==> config.mk <==
export PLATFORM = sky130hd
export DESIGN_NAME = tof_meas_ctrl
export DESIGN_NICKNAME = d
export VERILOG_FILES = /design/src/rtl/tof_meas_ctrl_pkg.sv /design/src/rtl/tof_meas_ctrl.sv
export SDC_FILE = /design/constraint.sdc
export NUM_CORES = 1
export LEC_CHECK = 0
export CORE_MARGIN = 4
export CORE_UTILIZATION = 45
export CTS_CLUSTER_DIAMETER = 60
export CTS_CLUSTER_SIZE = 25
export DETAILED_ROUTE_END_ITERATION = 6
export PLACE_DENSITY = 0.76
export SLEW_MARGIN = 20
export SYNTH_ARGS = -nofsm -noshare
export SYNTH_HDL_FRONTEND = slang
export SYNTH_SLANG_ARGS = --single-unit
==> constraint.sdc <==
create_clock -name clk -period 7.5 [get_ports clk]
set_input_delay 1.5 -clock clk [delete_from_list [all_inputs] [get_ports clk]]
set_output_delay 1.5 -clock clk [all_outputs]
set_load 0.03 [all_outputs]
==> src/rtl/tof_meas_ctrl_pkg.sv <==
// Shared constants for the TOF estimator: FSM state encodings, datapath
// widths and the default abort timeout.
package tof_meas_ctrl_pkg;

  typedef enum logic [1:0] {
    ST_IDLE = 2'd0,
    ST_ARM  = 2'd1,
    ST_RUN  = 2'd2,
    ST_DONE = 2'd3
  } tof_state_e;

  localparam int unsigned TOF_TIMEOUT_DEF = 255;
  localparam int unsigned TOF_W           = 8;   // signed TOF sample width
  localparam int unsigned ACC_W           = 11;  // 8 x -128 = -1024 fits
  localparam int unsigned CNT_W           = 4;   // up to 8 samples
  localparam int unsigned TMR_W           = 10;  // TIMEOUT <= 1023

  // Number of samples requested by an n_log2 code (1, 2, 4, 8).
  function automatic logic [CNT_W-1:0] n_samples(input logic [1:0] n);
    return CNT_W'(1) << n;
  endfunction

endpackage

==> src/rtl/tof_meas_ctrl.sv <==
// TOF measurement controller: on start, collects 2^n_log2 signed TOF samples,
// averages them with an arithmetic shift (floor) and holds the result until
// acknowledged. A sample gap of TIMEOUT-1 cycles aborts with timeout=1.
//   clk, reset      : clock, synchronous active-high reset
//   start, n_log2   : measurement request (IDLE only) and sample-count code
//   tof_count/ready : signed sample and its one-cycle strobe
//   ack             : consumer acknowledge of the held result
//   tof_en, busy    : counter path enable (RUN), controller busy (not IDLE)
//   avg_valid, avg_out, timeout : held result, valid only in DONE
module tof_meas_ctrl
  import tof_meas_ctrl_pkg::*;
#(
  parameter int unsigned TIMEOUT = TOF_TIMEOUT_DEF
) (
  input  logic                    clk,
  input  logic                    reset,
  input  logic                    start,
  input  logic [1:0]              n_log2,
  input  logic signed [TOF_W-1:0] tof_count,
  input  logic                    tof_ready,
  input  logic                    ack,
  output logic                    tof_en,
  output logic                    busy,
  output logic                    avg_valid,
  output logic signed [TOF_W-1:0] avg_out,
  output logic                    timeout
);

  tof_state_e              state_q, state_d;
  logic [1:0]              n_q;
  logic signed [ACC_W-1:0] acc_q;
  logic [CNT_W-1:0]        cnt_q;
  logic [TMR_W-1:0]        tmr_q;
  logic signed [TOF_W-1:0] avg_q;
  logic                    to_q;

  logic signed [ACC_W-1:0] acc_sum, acc_shf;
  logic                    last_smp, expire;

  assign acc_sum  = acc_q + {{(ACC_W-TOF_W){tof_count[TOF_W-1]}}, tof_count};
  assign acc_shf  = acc_sum >>> n_q;
  assign last_smp = tof_ready && ((cnt_q + CNT_W'(1)) == n_samples(n_q));
  // tmr_q is the number of RUN cycles elapsed since the reference cycle
  // (RUN entry, or the cycle holding the last sample). Leaving now means
  // DONE is seen TIMEOUT-1 cycles after the reference. A sample in the
  // deciding cycle wins over the abort.
  assign expire   = !tof_ready && (tmr_q >= TMR_W'(TIMEOUT - 2));

  // State register
  always_ff @(posedge clk) begin
    if (reset) state_q <= ST_IDLE;
    else       state_q <= state_d;
  end

  // Next-state logic
  always_comb begin
    state_d = state_q;
    unique case (state_q)
      ST_IDLE: if (start) state_d = ST_ARM;
      ST_ARM:  state_d = ST_RUN;
      ST_RUN:  if (last_smp || expire) state_d = ST_DONE;
      ST_DONE: if (ack) state_d = ST_IDLE;
      default: state_d = ST_IDLE;
    endcase
  end

  // Output logic
  always_comb begin
    tof_en    = (state_q == ST_RUN);
    busy      = (state_q != ST_IDLE);
    avg_valid = (state_q == ST_DONE);
    avg_out   = avg_q;
    timeout   = to_q;
  end

  // Datapath
  always_ff @(posedge clk) begin
    if (reset) begin
      n_q   <= '0;
      acc_q <= '0;
      cnt_q <= '0;
      tmr_q <= '0;
      avg_q <= '0;
      to_q  <= 1'b0;
    end else begin
      unique case (state_q)
        ST_IDLE: if (start) n_q <= n_log2;
        ST_ARM: begin
          acc_q <= '0;
          cnt_q <= '0;
          tmr_q <= '0;
          avg_q <= '0;
          to_q  <= 1'b0;
        end
        ST_RUN: begin
          if (tof_ready) begin
            acc_q <= acc_sum;
            cnt_q <= cnt_q + CNT_W'(1);
            tmr_q <= TMR_W'(1);  // sample cycle is the new reference
            if (last_smp) avg_q <= acc_shf[TOF_W-1:0];
          end else if (expire) begin
            to_q  <= 1'b1;
            avg_q <= '0;
          end else begin
            tmr_q <= tmr_q + TMR_W'(1);
          end
        end
        default: ;
      endcase
    end
  end

endmodule

==> reports/qor.yml, run 1 <==
status: "completed"
cts_hold_buffers: 0
cts_max_path_buffers: 2
power.leakage_nw: 1.09
crit_required_ns: 7.68
fillers: 497
post_drt_via_cell_ratio: 5.67
fp.dieH_um: 82.8
dp_cells: 371
fp-row-count: 26
vias: 2149
cts_resized: 0
report.final.slew_viol_count: 0
ys_warn_count: 0
yosysTopAreaCellShare: 0.302
rsz0062_at_grt: "no"
power.density_nw_per_um2: 216
start_util: 0.477
synth_area_um2: 2510
grt_pass1_wl_um: 9120
first_global_vias: 1984
antenna_found_initial: 0
io_buffers: 26
hpwlAfterDp_um: 4020
post_cts_buffers: 0
ios: 27
max_freq_mhz: 245
synthCells: 284
insertion_delay_ns: 0.29
cp-start-kind: "primary input"
finClkSkew_ns: 0.00808
die_area_um2: 6850
tritoncts: "built"
cts_htree_levels: 2
fin_nets: 343
groute.usage.overall: 0.171
worstMarginPinSlew_ns: 0.855
postSynthAreaPerCell_um2: 8.86
finalSetupViolCount: 0
drtPass1Iterations: 4
grt_start_max_net_pins: 24
async_flop_share: 0
place_congestion: 0.917
setup_tns_ns: 0
cts_root_buffer: "clkbuf_8"
synth_edf_count: 0
period_share: 0.544
drt_iter0_drc: 82
final_cells: 379
ys_ff_latch: 38
core_um2: 5270
end_kind: "flip-flop"
ir_worst_vdd_mv: 0.0920
cp.arrival_ns: 4.26
p_total_uw: 623
yosys.area.top_type: "dfxtp_1"
seq_area_frac_synth: 0.302
path_clk_slew_ns: 0.07
synth_nets: 319
diodes: 0
cap_viol_max_count: 0
detail_route.wl_per_cell_um: 13.9
critical_path_class: "in -> reg"
critPathMaxFanout: 4
slew_headroom: 0.428
clock-sinks: 38
wl_um: 5280
grt.overflow.total: 0
hold_path.class: "reg -> reg"
synth.area.top_cells: "dfxtp_1, ha_1, nor2_1"
hold_viol: 0
ys.flop_type: "dfxtp_1"
numCtsBuffers: 5
drc: 0
synthToLayoutAreaGrowth_pct: 14.5
drive_gt1_frac: 0.0874
min_period_ns: 4.08
synth.distinct_cells: 57
die_x_um: 82.8
route.antenna.remaining_nets: 0
cell usage in the layout (no fill, tap or decap), types with 3 or more instances in the layout:
master           instances
a211oi_1                 6
a21o_1                   4
a21oi_1                 21
a22o_2                   7
a22oi_1                 11
clkbuf_8                 6
clkdlybuf4s50_1         26
dfxtp_1                 38
ha_1                    19
inv_1                   15
mux2i_1                  8
nand2_1                 15
nand2b_1                 4
nand3_1                  8
nor2_1                  33
nor3_1                  11
o211ai_1                 7
o21a_1                   3
o21ai_0                 10
or3_1                    5
xnor2_1                  5
xor2_1                   5
registers in the layout (all words and copies together) (netlist names):
signal   count
timeout      1
cnt_q        4
n_q          2
tmr_q       10
state_q      2
acc_q       11
avg_out      8
layout make-up:
type	count	area, µm²	area share
inverter	15	56.3	0.0195
clock buffer	6	82.6	0.0287
sequential	38	761	0.264
timing repair buffer	27	268	0.0930
multi-input combinational	221	1610	0.560
clock inverter	2	12.5	0.00434
tap	70	87.6	0.0304
report_power, final:
part	internal (mW)	switching, mW	leakage (nW)
clock network	0.0739	0.0752	0.0472
registers	0.215	0.0198	0.307
logic	0.0982	0.141	0.736
path summary, 6_finish.rpt:
| check | start | end | slack, ns | cells past startpoint |
|---|---|---|---|---|
| worst min-delay path | avg_out[7]$_SDFFE_PP0P_ | avg_out[7]$_SDFFE_PP0P_ | 0.47 | 2 |
| worst min register to register | avg_out[7]$_SDFFE_PP0P_ | avg_out[7]$_SDFFE_PP0P_ | 0.47 | 2 |
| worst max register to register | acc_q[0]$_SDFFE_PP0P_ | avg_out[5]$_SDFFE_PP0P_ | 4.75 | 8 |
| worst max-delay path | tof_count[0] | avg_out[5]$_SDFFE_PP0P_ | 3.42 | 9 |
synthesized netlist by cell type, types with 2 or more instances:
library cell,n
o21a_1,3
clkbuf_8,4
inv_1,15
and4_1,2
nand2b_1,4
dfxtp_1,38
nand2_1,15
mux2i_1,8
a221oi_1,2
ha_1,19
mux4_4,2
a22o_2,7
nand3_1,8
xor2_1,5
o211ai_1,7
nor3_1,11
or3_1,5
xnor2_1,5
a211oi_1,6
and3_1,2
a21oi_1,21
nor2_1,33
a21o_1,4
o22ai_1,2
mux4_1,2
a22oi_1,11
o21ai_0,10
clkbuf_1,4
logic make-up after synthesis:
logic type	count (synthesis)	share of synthesized area
simple gates	92	0.179
fa+ha+maj	20	0.102
buf+inv	25	0.0562
flops	38	0.302
xor+xnor	10	0.0348
compound gates	86	0.244
mux	13	0.0816
through the flow:
stage / cell area [µm²] / hold slack [ns] / utilization / worst slack, ns
floorplan: 2510 / 0.433 / - / 3.72
global placement: 2790 / 0.452 / 0.528 / 3.16
detailed placement: 2790 / 0.461 / 0.528 / 3.12
CTS: 2880 / 0.477 / 0.547 / 3.43
global route: 2880 / 0.505 / 0.547 / 3.27
finish: 2880 / 0.473 / 0.547 / 3.42
metal layers:
| metal | global-route usage | vias up | share of wire |
|---|---|---|---|
| li1 | - | 1109 | - |
| met1 | 0.227 | 991 | 0.48 |
| met2 | 0.280 | 43 | 0.46 |
| met3 | 0.0401 | 6 | 0.044 |
| met4 | 0.0441 | 0 | 0.011 |
| met5 | 0 | - | 0 |
critical path, cell delays in order:
cell and delay (ns):
clkdlybuf4s50_1 0.40, ha_1 0.24, fa_1 0.44, a211oi_1 0.33, o21ai_0 0.23, nor3_1 0.18
nor3_1 0.11, mux4_4 0.60, a22o_2 0.24
Power figures use the tool's default switching activity.
==> run 2, diff against run 1 <==
Settings changed: PLACE_DENSITY 0.76 to 0.78.
Clock period 7.5 ns to 3.75 ns, I/O delays scaled along.
==> reports/qor.yml, run 2 (synthesized netlist as in run 1, its figures left out) <==
regArea_um2: 761
hold_start: "tmr_q[9]$_SDFFE_PP0P_"
whs_path_depth: 2
die_x_um: 82.8
place_congestion: 0.871
regMostFlops: "acc_q"
path_clk_slew_ns: 0.08
clock-sinks: 38
antenna_found_initial: 0
r2r-start: "acc_q[0]$_SDFFE_PP0P_"
diodes: 0
crit_required_ns: 3.94
first_global_vias: 2124
groute.usage.overall: 0.171
max_freq_mhz: 301
core_um2: 5270
insertion_delay_ns: 0.30
cap_viol_max_count: 0
vias: 2187
fillers: 480
p_total_mw: 1.37
hold_path.class: "reg -> reg"
ir_worst_vdd_mv: 0.203
drtPass1Iterations: 4
finalSetupViolCount: 0
path_cells: "clkdlybuf4s50_1 > ha_1 > fa_1 > a211oi_1 > o21ai_0 > nor3_1 > nor3_1 > mux4_4 > a22o_2"
fin_nets: 344
cts_hold_buffers: 0
hold_viol: 0
cts_resized: 0
ios: 27
report.final.slew_viol_count: 0
cp.arrival_ns: 3.51
grt_start_max_net_pins: 24
die_area_um2: 6850
io_buffers: 26
fp.dieH_um: 82.8
numCtsBuffers: 5
setup_tns_ns: 0
finClkSkew_ns: 0.00939
post_drt_via_cell_ratio: 5.76
cp-start-kind: "primary input"
drt_iter0_drc: 122
detail_route.wl_per_cell_um: 14.2
largest_register_ffs: 11
final_common_cell: "dfxtp_1"
power.density_nw_per_um2: 466
post_cts_buffers: 0
period_share: 0.886
multi_input_area_um2: 1620
cts_max_path_buffers: 2
grt.overflow.total: 0
worstMarginPinSlew_ns: 0.948
critical_path_class: "in -> reg"
slew_headroom: 0.366
critPathMaxFanout: 4
timing.rr.end: "avg_out[5]$_SDFFE_PP0P_"
slowest_delay_ns: 0.60
fp-row-count: 26
critPathBufInv: 1
power.leakage_nw: 1.12
tritoncts: "built"
drc: 0
start_util: 0.477
cts_root_buffer: "clkbuf_8"
synthToLayoutAreaGrowth_pct: 16.7
whs_endpoint: "tmr_q[9]$_SDFFE_PP0P_"
rsz0062_at_grt: "no"
drive_gt1_frac: 0.0935
status: "completed"
wl_um: 5380
cts_htree_levels: 2
hpwlAfterDp_um: 4010
grt_pass1_wl_um: 9120
min_period_ns: 3.32
end_kind: "flip-flop"
layout_common_cells: "dfxtp_1, nor2_1, clkdlybuf4s50_1"
route.antenna.remaining_nets: 0
path_common_cell: "nor3_1"
reg2reg_depth: 8
crit_slowest_cell: "mux4_4"
r2r_setup_slack_ns: 1.00
cpLargestDelayFamily: "compound AO/OA/AOI/OAI gates"
run 2: cell count changes in the layout (fill, tap and decap cells not counted), sizes merged:
| cell | change |
|---|---|
| buf | +1 |
| clkinvlp | -1 |
| bufinv | +2 |
| clkbuf | -1 |
run 2: power breakdown:
part,switching [mW],internal (mW),total (mW),leakage (nW)
Sequential,0.0389,0.429,0.468,0.307
Combinational,0.288,0.194,0.482,0.742
Clock,0.150,0.266,0.417,0.0683
run 2: metrics by stage:
step                      cells  area [µm²]   util  hold slack [ns]  setup WS [ns]
after floorplan             284        2510      -            0.433          0.716
after global placement      372        2790  0.530            0.446          0.160
after detailed placement    372        2800  0.531            0.465          0.131
after CTS                   380        2930  0.557            0.475          0.443
after global routing        380        2930  0.557            0.506          0.258
final                       380        2930  0.557            0.474          0.427
run 2: worst max-delay path by stage:
stage | cells past startpoint | startpoint | slack [ns] | to
floorplan | 8 | tof_count[0] | 0.72 | avg_out[5]$_SDFFE_PP0P_
global placement | 9 | tof_count[0] | 0.16 | avg_out[5]$_SDFFE_PP0P_
detailed placement | 9 | tof_count[0] | 0.13 | avg_out[5]$_SDFFE_PP0P_
CTS | 9 | tof_count[0] | 0.44 | avg_out[5]$_SDFFE_PP0P_
global route | 9 | tof_count[0] | 0.26 | avg_out[5]$_SDFFE_PP0P_
finish | 9 | tof_count[0] | 0.43 | avg_out[5]$_SDFFE_PP0P_
run 2: per-layer routing:
metal	track usage	routed length (µm)
met3	0.0369	214
met1	0.201	2520
met5	0	0
met2	0.284	2500
met4	0.0997	152
run 2: tightest hold or removal path: cells and delay by family (launching register included):
kind	cells	cell delay [ns]
flip-flops	1	0.33
AND/OR/NAND/NOR	2	0.11
run 2: cell type report:
| type | count | area share |
|---|---|---|
| multi-input cells | 221 | 0.551 |
| clock inverters | 3 | 0.0235 |
| repair buffers | 28 | 0.0938 |
| clock buffers | 5 | 0.0235 |
| inverters | 15 | 0.0192 |
| flip-flops and latches | 38 | 0.259 |
| well taps | 70 | 0.0299 |
